## src/rtl/grf_dump_reader_if.sv

```systemverilog
// grf_dump_reader_if
//   Output stream of the GRF dump engine: one (index, value) pair per
//   transfer. A transfer happens on a rising edge where out_valid and
//   out_ready are both high.
//   out_valid  engine -> consumer  pair on out_idx/out_data is valid
//   out_ready  consumer -> engine  consumer accepts the pair this cycle
//   out_idx    engine -> consumer  register index of the pair
//   out_data   engine -> consumer  register value of the pair
//   master: the dump engine. slave: the consumer.
interface grf_dump_reader_if #(
   parameter int unsigned ADDR_W = 5,
   parameter int unsigned DATA_W = 32
);
   logic              out_valid;
   logic              out_ready;
   logic [ADDR_W-1:0] out_idx;
   logic [DATA_W-1:0] out_data;

   modport master (output out_valid, output out_idx, output out_data, input out_ready);
   modport slave  (input out_valid, input out_idx, input out_data, output out_ready);
endinterface

```

## src/rtl/grf_dump_reader.sv

```systemverilog
// grf_dump_reader
//   Debug readback engine on a GRF read port. On start it walks the register
//   file from the first index up to NUM_REGS-1 and streams every
//   (index, value) pair over a valid/ready handshake.
//   clk        rising-edge clock, shared with the GRF
//   reset      synchronous, active-high
//   start      begin a dump; only looked at while idle
//   abort      cancel a dump in progress (also blocks start while idle)
//   grf_addr   GRF read address (A1); idx while walking, 0 when idle
//   grf_rdata  GRF read data (RD1), combinational on grf_addr
//   dump       output stream interface (master side)
//   busy       high in every state except IDLE
//   done       one-cycle pulse after the last pair is accepted
module grf_dump_reader #(
   parameter int unsigned NUM_REGS  = 32,
   parameter int unsigned ADDR_W    = 5,
   parameter int unsigned DATA_W    = 32,
   parameter bit          SKIP_ZERO = 1'b0
) (
   input  logic              clk,
   input  logic              reset,
   input  logic              start,
   input  logic              abort,
   output logic [ADDR_W-1:0] grf_addr,
   input  logic [DATA_W-1:0] grf_rdata,
   grf_dump_reader_if.master dump,
   output logic              busy,
   output logic              done
);

   typedef enum logic [1:0] {IDLE, LOAD, SEND} state_t;

   localparam logic [ADDR_W-1:0] FIRST_IDX = SKIP_ZERO ? ADDR_W'(1) : '0;
   localparam logic [ADDR_W-1:0] LAST_IDX  = ADDR_W'(NUM_REGS - 1);

   state_t            state, state_next;
   logic [ADDR_W-1:0] idx, idx_next;
   logic [ADDR_W-1:0] out_idx_q, out_idx_next;
   logic [DATA_W-1:0] out_data_q, out_data_next;
   logic              out_valid_q, out_valid_next;
   logic              busy_q, busy_next;
   logic              done_q, done_next;

   always_ff @(posedge clk) begin
      if (reset) begin
         state       <= IDLE;
         idx         <= '0;
         out_idx_q   <= '0;
         out_data_q  <= '0;
         out_valid_q <= 1'b0;
         busy_q      <= 1'b0;
         done_q      <= 1'b0;
      end else begin
         state       <= state_next;
         idx         <= idx_next;
         out_idx_q   <= out_idx_next;
         out_data_q  <= out_data_next;
         out_valid_q <= out_valid_next;
         busy_q      <= busy_next;
         done_q      <= done_next;
      end
   end

   always_comb begin
      state_next     = state;
      idx_next       = idx;
      out_idx_next   = out_idx_q;
      out_data_next  = out_data_q;
      out_valid_next = out_valid_q;
      done_next      = 1'b0;

      case (state)
         IDLE: begin
            // abort outranks a simultaneous start
            if (start && !abort) begin
               idx_next   = FIRST_IDX;
               state_next = LOAD;
            end
         end
         LOAD: begin
            if (abort) begin
               out_valid_next = 1'b0;
               state_next     = IDLE;
            end else begin
               // snapshot is the value read this cycle; a GRF write landing
               // on this same edge is not seen
               out_data_next  = grf_rdata;
               out_idx_next   = idx;
               out_valid_next = 1'b1;
               state_next     = SEND;
            end
         end
         SEND: begin
            // abort drops the pair even if it is being accepted this cycle
            if (abort) begin
               out_valid_next = 1'b0;
               state_next     = IDLE;
            end else if (out_valid_q && dump.out_ready) begin
               out_valid_next = 1'b0;
               if (idx == LAST_IDX) begin
                  done_next  = 1'b1;
                  state_next = IDLE;
               end else begin
                  idx_next   = idx + ADDR_W'(1);
                  state_next = LOAD;
               end
            end
         end
         default: begin
            out_valid_next = 1'b0;
            state_next     = IDLE;
         end
      endcase

      busy_next = (state_next != IDLE);
   end

   assign grf_addr       = (state == IDLE) ? '0 : idx;
   assign dump.out_valid = out_valid_q;
   assign dump.out_idx   = out_idx_q;
   assign dump.out_data  = out_data_q;
   assign busy           = busy_q;
   assign done           = done_q;

endmodule
```

## src/flat_wrapper.sv

```systemverilog
// flat-port wrapper written by rule: the top's interface ports become plain ports
module grf_dump_reader_flat 
#(
   parameter int unsigned NUM_REGS  = 32,
   parameter int unsigned ADDR_W    = 5,
   parameter int unsigned DATA_W    = 32,
   parameter bit          SKIP_ZERO = 1'b0
)
  (clk, reset, start, abort, grf_addr, grf_rdata, busy, done, dump_out_valid, dump_out_idx, dump_out_data, dump_out_ready);
  grf_dump_reader_if #(.ADDR_W(ADDR_W), .DATA_W(DATA_W)) dump_i ();
  input  logic clk;
  input  logic reset;
  input  logic start;
  input  logic abort;
  output logic [ADDR_W-1:0] grf_addr;
  input  logic [DATA_W-1:0] grf_rdata;
  output logic busy;
  output logic done;
  output wire logic [$bits(dump_i.out_valid)-1:0] dump_out_valid;
  output wire logic [$bits(dump_i.out_idx)-1:0] dump_out_idx;
  output wire logic [$bits(dump_i.out_data)-1:0] dump_out_data;
  input wire logic [$bits(dump_i.out_ready)-1:0] dump_out_ready;
  assign dump_out_valid = dump_i.out_valid;
  assign dump_out_idx = dump_i.out_idx;
  assign dump_out_data = dump_i.out_data;
  assign dump_i.out_ready = dump_out_ready;
  grf_dump_reader #(.NUM_REGS(NUM_REGS), .ADDR_W(ADDR_W), .DATA_W(DATA_W), .SKIP_ZERO(SKIP_ZERO)) u_core (.clk(clk), .reset(reset), .start(start), .abort(abort), .grf_addr(grf_addr), .grf_rdata(grf_rdata), .dump(dump_i), .busy(busy), .done(done));
endmodule
```

## config.mk

```make
export PLATFORM = sky130hd
export DESIGN_NAME = grf_dump_reader_flat
export DESIGN_NICKNAME = d
export VERILOG_FILES = /design/src/rtl/grf_dump_reader_if.sv /design/src/rtl/grf_dump_reader.sv /design/src/flat_wrapper.sv
export SDC_FILE = /design/constraint.sdc
export NUM_CORES = 1
export LEC_CHECK = 0
export CAP_MARGIN = 0
export CORE_ASPECT_RATIO = 0.5
export CORE_MARGIN = 2
export CORE_UTILIZATION = 45
export DETAILED_ROUTE_END_ITERATION = 7
export PLACE_DENSITY = 0.87
export SLEW_MARGIN = 20
export SYNTH_ARGS = -nofsm -noshare
export SYNTH_HDL_FRONTEND = slang
export SYNTH_SLANG_ARGS = --single-unit
```

## constraint.sdc

```tcl
create_clock -name clk -period 2.6 [get_ports clk]
set_input_delay 0.65 -clock clk [delete_from_list [all_inputs] [get_ports clk]]
set_output_delay 0.65 -clock clk [all_outputs]
set_load 0.02 [all_outputs]
```

**Yosys cells after proc, flatten, opt, wreduce, memory -nomap -nowiden**

Index checks and enable logic that the tools add are counted.

- Flip-flop bits (word level): 47
- Output and inout port bits: 45

- $add $sub $neg: 1
- Equal/unequal tests: 8
- Multiplexer cells: 17
- Bitwise operators: 4
- Reduce and logical (&&, ||, !) cells: 10

Operator list:

| operator | number |
|---|---|
| $mux W5 | 5 |
| $pmux W5 S2 | 1 |
| $mux W2 | 4 |
| $pmux W2 S3 | 1 |
| $add A5 B1 Y5 const B | 1 |
| $eq A5 B5 Y1 const B | 1 |
| $mux W1 | 5 |
| $reduce_and A5 Y1 | 1 |
| $ne A2 B1 Y1 const B | 2 |
| $ne A2 B2 Y1 const B | 2 |
| $not A1 Y1 | 4 |
| $reduce_and A2 Y1 | 2 |
| $reduce_bool A2 Y1 | 2 |
| $reduce_or A4 Y1 | 1 |
| $ne A3 B2 Y1 const B | 1 |
| $pmux W1 S3 | 1 |
| $eq A2 B1 Y1 const B | 1 |
| $eq A2 B2 Y1 const B | 1 |
| $logic_and A1 B1 Y1 | 2 |
| $logic_not A2 Y1 | 1 |
| $logic_not A1 Y1 | 1 |

**Depth between registers and ports, before layout**

Gate-level depths: netlist of the first run.

- Depth after elaboration: 6
- Gate-level depth with buffers: 6
- Gate-level depth less buffers: 6

**Worst setup path after synthesis of the first run**

Ideal clock, no wire load.

- Path type: reg-to-reg
- Start: register u_core.idx[0]
- End: register u_core.idx[3]
- Setup time: 120 ps
- Arrival time: 1529 ps
- Data required time: 2480 ps
- Setup slack: 951 ps
- Stages on the path, launching flop included: 7
- Period minus slack after synthesis: 1649 ps
- Cell sequence: dfxtp_1 ha_1 and3_1 ha_1 nor3b_2 a211oi_2 a211o_1

- Word-level cells in the longest chain between the ends: 5
- Elaborated cells between the ends (all ways): 8
- Those cells by class: add/sub: 1; eq/ne: 2; mux: 4; reduce/logical: 1

Ends and longest elaborated chain:

| what | RTL line | source |
|---|---|---|
| start, declared | grf_dump_reader.sv:37 | `logic [ADDR_W-1:0] idx, idx_next;` |
| start signal, assigned | grf_dump_reader.sv:55 | `idx <= idx_next;` |
| $add A5 B1 Y5 | grf_dump_reader.sv:104 | `idx_next = idx + ADDR_W'(1);` |
| $mux W5 | grf_dump_reader.sv:100 | `if (idx == LAST_IDX) begin` |
| $mux W5 | grf_dump_reader.sv:98 | `end else if (out_valid_q && dump.out_ready) begin` |
| $mux W5 | grf_dump_reader.sv:95 | `if (abort) begin` |
| $pmux W5 S2 | grf_dump_reader.sv:72 | `case (state)` |

Several ways; a longest one is shown, not always the timed one. The select of a mux whose other input is x is not followed.
A chain may end at the register's enable or synchronous reset.

**Worst setup path in the final report of the first run**

- Start: register u_core.state[1]
- End: output port grf_addr[2]

- Word-level cells in the longest chain between the ends: 2

Ends and longest elaborated chain:

| what | RTL line | source |
|---|---|---|
| start, declared | grf_dump_reader.sv:36 | `state_t state, state_next;` |
| start signal, assigned | grf_dump_reader.sv:54 | `state <= state_next;` |
| $logic_not A2 Y1 | grf_dump_reader.sv:118 | `assign grf_addr = (state == IDLE) ? '0 : idx;` |
| $mux W5 | grf_dump_reader.sv:118 |  |
| end, declared | flat_wrapper.sv:15 | `output logic [ADDR_W-1:0] grf_addr;` |

No other way between the ends.

==> metrics.cfg, run 1 <==
[synth]
syn_area_per_cell_um2=8.58
net_count_after_synthesis=258
syn_inst=219
synthArstFlopShare_pct=0
syn-cell-area_um2=1880
synth-seq-area-share_pct=50.1
synth_cell_types=31
synth_edf_count=0
synth-main-ff-cell=dfxtp_1
yosysWarningCount=0
yosys_register_bits=47

[critical_path]
critical_path_depth=3
critical_path.top_delay_family=buffers and inverters
setup.worst_path.start=u_core.state[1]
cp_slowest_stage_delay_ns=0.61
cp.buffers_inverters=1
critical_path.max_fanout=11
r2r_slack_ns=0.76
critPathSlowestCell=clkdlybuf4s50_1
worst_setup_path_start_kind=register
timing.critical_path.cells=nor2_1 > nor2b_1 > clkdlybuf4s50_1
crit_type=register to primary output
worst-r2r-cell-count=6
worst-endpoint-required_ns=1.95
timing.critical_path.arrival_ns=1.80
endpoint=grf_addr[2]
setup.worst_path.end_class=primary output
worstReg2RegEnd=u_core.idx[3]
timing.rr.start=u_core.idx[0]

[sta]
grt_setup_unrepaired=no
timing_worst_slew_pin_value_ns=0.402
min_period_ns=2.45
timing.clock.skew_ns=0.00289
finalHoldViolCount=0
report.final.setup_viol=0
maxSlewHeadroom_pct=73.2
tns_setup_ns=0
period_share_pct=94.2
fmax_mhz=408
drv_slew=0

[floorplan]
dieArea_um2=4740
floorplan.core_area_um2=3960
die_height_um=49.7
rows=16
effective_utilization_at_floorplan_pct=47.4
fp.dieW_um=95.4
ios=82

[finish]
instances_no_fill=353
insertedDiodeCount=0
mostFrequentLayoutCells=81 x nand2_1, 81 x clkdlybuf4s50_1, 47 x dfxtp_1
finish.utilization_pct=70.0
drive_gt1_share_pct=7.36
final_instance_area_um2=2770
fill_cells=314
area_growth_pct=47.6
final_nets=337
regArea_um2=941
multi_input_comb_area_um2=832

[placement]
placement.io_buffers=81
placedCellCount=345
hpwl_mm=3.26
placement.cell_area_um2=2690
gp_congestion=0.777

[clock_network]
cts.path.max_buffers=2
cts-resized-gates=0
number_of_sinks_driven_by_the_clock_tree=47
h_tree_lvl_count=2
number_of_post_cts_setup_repair_buffers=0
clk_pin_slew_ns=0.08
cts_buffers=5
clock_insertion_delay_at_the_later_pin_of_the_skew_report_ns=0.29
cts_hold_buf=0
ctsRootBufferMaster=clkbuf_8
cts_tree=done

[power]
p_comb_share_pct=11.1
p_sw_mw=0.301
p_int_mw=1.00
power.density_cell_area_nw_per_um2=470
relative_contribution_of_the_clock_network_to_total_power_pct=32.1
seq_power_share_pct=56.8
total_leakage_power_nw=0.978
netSwitchingFraction_pct=23.1
ir_worst_vdd_v=0.000330

[detailed_routing]
detail-route-antenna-nets=0
drt_iter0_drc=67
route.vias.total=1742
post_detailed_route_via_to_cell_ratio=4.93
remaining_drc_errors=0
detail_route.first_pass.iterations=4
drt-wirelength-per-cell_um=12.5
postRouteWirelength_mm=4.42

[run_status]
status=complete, no violations

[global_route]
gr-max-usage-layer=met2
met2_layer_usage_reported_by_global_route_pct=34.5
grt_pass1_wl_mm=7.25
globalRoute.totalOverflow=0
grt_usage_pct=19.4
grt.met3_usage_pct=5.20
grt_pass1_vias=1648
grt_util_met1_pct=23.2
initial_antenna_violation_count=0
grt_max_degree=38

[run]
drv_cap=0

[hold_path]
timing.hold.worst.start=u_core.dump.out_data[17]
worst_hold_path_type=register to register

==> registers in the layout, indices dropped and copies added, names as in the netlist <==
signal and flops:
u_core.done 1, u_core.idx 5, u_core.state 2, u_core.dump.out_data 32, u_core.dump.out_valid 1, u_core.busy 1
u_core.dump.out_idx 5
==> worst reg2reg max path: cells and delay by family (launching register included) <==
family | cells | cell delay (ns)
simple gates | 2 | 0.46
fa+ha+maj | 2 | 0.45
compound gates | 2 | 0.45
flops | 1 | 0.37
==> per-layer routing <==
| metal | share of wire, % | vias up |
|---|---|---|
| li1 | - | 880 |
| met1 | 44 | 822 |
| met2 | 51 | 36 |
| met3 | 4.6 | 4 |
| met4 | 0.82 | 0 |
| met5 | 0 | - |
==> power groups by stage <==
stage	registers, mW	clock network (mW)	logic (mW)
floorplan	0.768	0	0.0493
global placement	0.757	0	0.142
detailed placement	0.757	0	0.144
CTS	0.740	0.428	0.145
global route	0.742	0.462	0.156
finish	0.740	0.419	0.145
==> how the worst min path moves through the flow <==
stage	endpoint	slack (ns)	depth (start not counted)
after floorplan	u_core.idx[4]	0.46	2
after global placement	u_core.dump.out_data[17]	0.44	2
after detailed placement	u_core.dump.out_data[15]	0.45	2
after CTS	u_core.dump.out_data[15]	0.46	2
after global routing	u_core.dump.out_data[25]	0.48	2
final	u_core.dump.out_data[17]	0.46	2
==> cells in the mapped netlist (2+ instances only) <==
cell	n	area (um^2)
clkbuf_1	6	22.5
ha_1	2	25.0
mux2i_1	2	20.0
nor2b_1	7	43.8
a21oi_1	34	170
nor3b_2	2	25.0
a21oi_2	6	52.6
buf_6	6	67.6
a211o_1	2	17.5
dfxtp_1	47	941
and3_1	3	18.8
nor2_1	2	7.51
nand2_1	81	304
and3b_1	2	17.5
==> final cells by class <==
| type | instances | share of cell area (%) |
|---|---|---|
| repair buffers | 86 | 30.6 |
| well taps | 54 | 2.44 |
| clock inverters | 1 | 0.180 |
| inverters | 1 | 0.135 |
| clock buffers | 7 | 2.75 |
| multi-input cells | 157 | 30.0 |
| flip-flops and latches | 47 | 33.9 |
==> through the flow <==
stage                     hold slack, ns  power (mW)  setup slack (ns)
after floorplan                    0.464       0.818             0.951
after global placement             0.441       0.898             0.451
after detailed placement           0.447       0.901             0.391
after CTS                          0.459        1.31             0.135
after global routing               0.478        1.36            0.0245
final                              0.456        1.30             0.150
==> cells by family after synthesis <==
group / Yosys count / share of synthesized area [%]
AOI/OAI and AO/OA: 46 / 14.6
and+or+nand+nor: 107 / 27.2
buffers and inverters: 15 / 5.66
DFF: 47 / 50.1
muxes: 2 / 1.07
adders and majority gates: 2 / 1.33
Power figures use the tool's default switching activity.
==> run 2, diff against run 1 <==
Settings changed: CORE_MARGIN 2 to default.
==> run 2 against run 1 <==
  * Final area grew 0.23%
  * Critical path depth unchanged
  * Highest routed layer unchanged
  * Worst setup slack gained 0.0077 ns
  * Largest cell class unchanged
  * Maximum frequency rose by 0.31%
  * Critical path type unchanged
  * Sequential power barely moved
==> metrics.cfg, run 2 (synthesis gave the netlist of run 1 again) <==
[global_route]
grt_pass1_wl_mm=6.53  ; -10%
initial_antenna_violation_count=0  ; unchanged
grt_usage_pct=19.3  ; -0.14 points
globalRoute.totalOverflow=0  ; unchanged
grt_pass1_vias=1457  ; -12%
grt_max_degree=38  ; unchanged

[detailed_routing]
postRouteWirelength_mm=4.39  ; -0.66%
remaining_drc_errors=0  ; unchanged
drt_iter0_drc=71  ; +6.0%
detail_route.first_pass.iterations=4  ; unchanged
detail-route-antenna-nets=0  ; unchanged
route.vias.total=1701  ; -2.4%
drt-wirelength-per-cell_um=12.5  ; -0.37%
post_detailed_route_via_to_cell_ratio=4.83  ; -2.1%

[run_status]
status=complete, no violations

[critical_path]
cp.buffers_inverters=1  ; unchanged
timing.critical_path.arrival_ns=1.79  ; about the same
worst-endpoint-required_ns=1.95  ; about the same
critical_path.max_fanout=11  ; unchanged
worst_setup_path_start_kind=register
critical_path.top_delay_family=buffers and inverters
timing.rr.start=u_core.idx[0]
worstReg2RegEnd=u_core.idx[3]
crit_type=register to primary output
timing.critical_path.cells=nor2_1 > nor2b_1 > clkdlybuf4s50_1
critPathSlowestCell=clkdlybuf4s50_1
cp_slowest_stage_delay_ns=0.62  ; about the same
r2r_slack_ns=0.79  ; +0.03 ns
worst-r2r-cell-count=6  ; unchanged
critical_path_depth=3  ; unchanged
setup.worst_path.end_class=primary output

[placement]
hpwl_mm=3.22  ; -1.1%
placement.io_buffers=81  ; unchanged
placedCellCount=345  ; unchanged
gp_congestion=0.808  ; +4.0%

[finish]
max_reg_flops=32  ; unchanged
instances_no_fill=352  ; -0.28%
fill_cells=297  ; -5.4%
final_nets=337  ; unchanged
mostFrequentLayoutCells=81 x nand2_1, 81 x clkdlybuf4s50_1, 47 x dfxtp_1
drive_gt1_share_pct=7.72  ; +0.36 points
finish.utilization_pct=70.5  ; +0.51 points
area_growth_pct=47.9
insertedDiodeCount=0  ; unchanged

[power]
total_leakage_power_nw=0.982  ; +0.43%
power.density_cell_area_nw_per_um2=474  ; +0.75%
ir_worst_vdd_v=0.000235  ; -29%
totalPowerFinal_mw=1.32  ; +0.97%

[hold_path]
timing.hold.worst.start=u_core.dump.out_data[14]
min_delay_path_depth=2  ; unchanged
hold-path-endpoint=u_core.dump.out_data[14]
worst_hold_path_type=register to register

[sta]
finalHoldViolCount=0  ; unchanged
report.final.setup_viol=0  ; unchanged
timing.clock.skew_ns=0.00357  ; +0.000685 ns
maxSlewHeadroom_pct=73.9  ; +0.77 points
grt_setup_unrepaired=no
tns_setup_ns=0  ; unchanged
fmax_mhz=409  ; +0.31%
timing.hold.ws_ns=0.455  ; -0.00157 ns
period_share_pct=93.9  ; -0.29 points
min_period_ns=2.44  ; -0.00767 ns
timing_worst_slew_pin_value_ns=0.390  ; -0.0121 ns
drv_slew=0  ; unchanged

[clock_network]
cts_buffers=5  ; unchanged
clk_pin_slew_ns=0.08  ; about the same
cts_tree=done
ctsRootBufferMaster=clkbuf_8
cts-resized-gates=0  ; unchanged
clock_insertion_delay_at_the_later_pin_of_the_skew_report_ns=0.29  ; about the same
cts_hold_buf=0  ; unchanged
h_tree_lvl_count=2  ; unchanged
number_of_sinks_driven_by_the_clock_tree=47  ; unchanged
cts.path.max_buffers=2  ; unchanged
number_of_post_cts_setup_repair_buffers=0  ; unchanged

[floorplan]
ios=82  ; unchanged
floorplan.core_area_um2=3940  ; -0.51%
rows=16  ; unchanged
fp.dieW_um=93.4  ; -2.1%
die_height_um=47.7  ; -4.0%
effective_utilization_at_floorplan_pct=47.7  ; +0.24 points
dieArea_um2=4450  ; -6.0%

[run]
drv_cap=0  ; unchanged

==> run 2: cell count changes in the layout (fill, tap and decap cells not counted), sizes merged <==
cell,change
clkbuf,-1
==> run 2: how the worst max path moves through the flow <==
stage / slack [ns] / from / to
4_1_cts: 0.16 / u_core.state[1] / grf_addr[3]
6_report: 0.16 / u_core.state[1] / grf_addr[3]
5_1_grt: 0.04 / u_core.state[1] / grf_addr[3]
3_5_place_dp: 0.41 / abort / u_core.dump.out_data[20]
3_3_place_gp: 0.46 / abort / u_core.idx[3]
2_1_floorplan: 0.95 / u_core.idx[0] / u_core.idx[3]
==> run 2: routing by layer <==
metal / GRT usage [%] / vias to the layer above / part of all wire (%) / routed length [um]
met2: 35.4 / 46 / 50 / 2210
met4: 5.54 / 0 / 0.80 / 35
met5: 0 / - / 0 / 0
li1: - / 878 / - / -
met3: 5.08 / 7 / 5.3 / 234
met1: 23.4 / 770 / 44 / 1910
==> run 2: worst min-delay path, stage by stage, from the launching register on <==
cell	delay (ns)
dfxtp_1	0.31
nand2_1	0.05
a21oi_1	0.05
==> run 2: power breakdown <==
| group | switching (mW) | internal, mW |
|---|---|---|
| Combinational | 0.0622 | 0.0825 |
| Clock | 0.223 | 0.209 |
| Sequential | 0.00898 | 0.732 |
| Total | 0.294 | 1.02 |
==> run 2: per-stage QoR <==
stage,area [um^2],worst slack [ns]
floorplan,1880,0.951
global placement,2690,0.464
detailed placement,2690,0.410
CTS,2780,0.157
global route,2780,0.0412
finish,2780,0.158
==> run 2: layout make-up <==
type	instances	area, um^2	share of cell area, %
Clock buffer	6	82.6	2.97
Clock inverter	1	5.00	0.180
Inverter	1	3.75	0.135
Multi-Input combinational cell	157	832	29.9
Sequential cell	47	941	33.8
Tap cell	54	67.6	2.43
Timing Repair Buffer	86	848	30.5
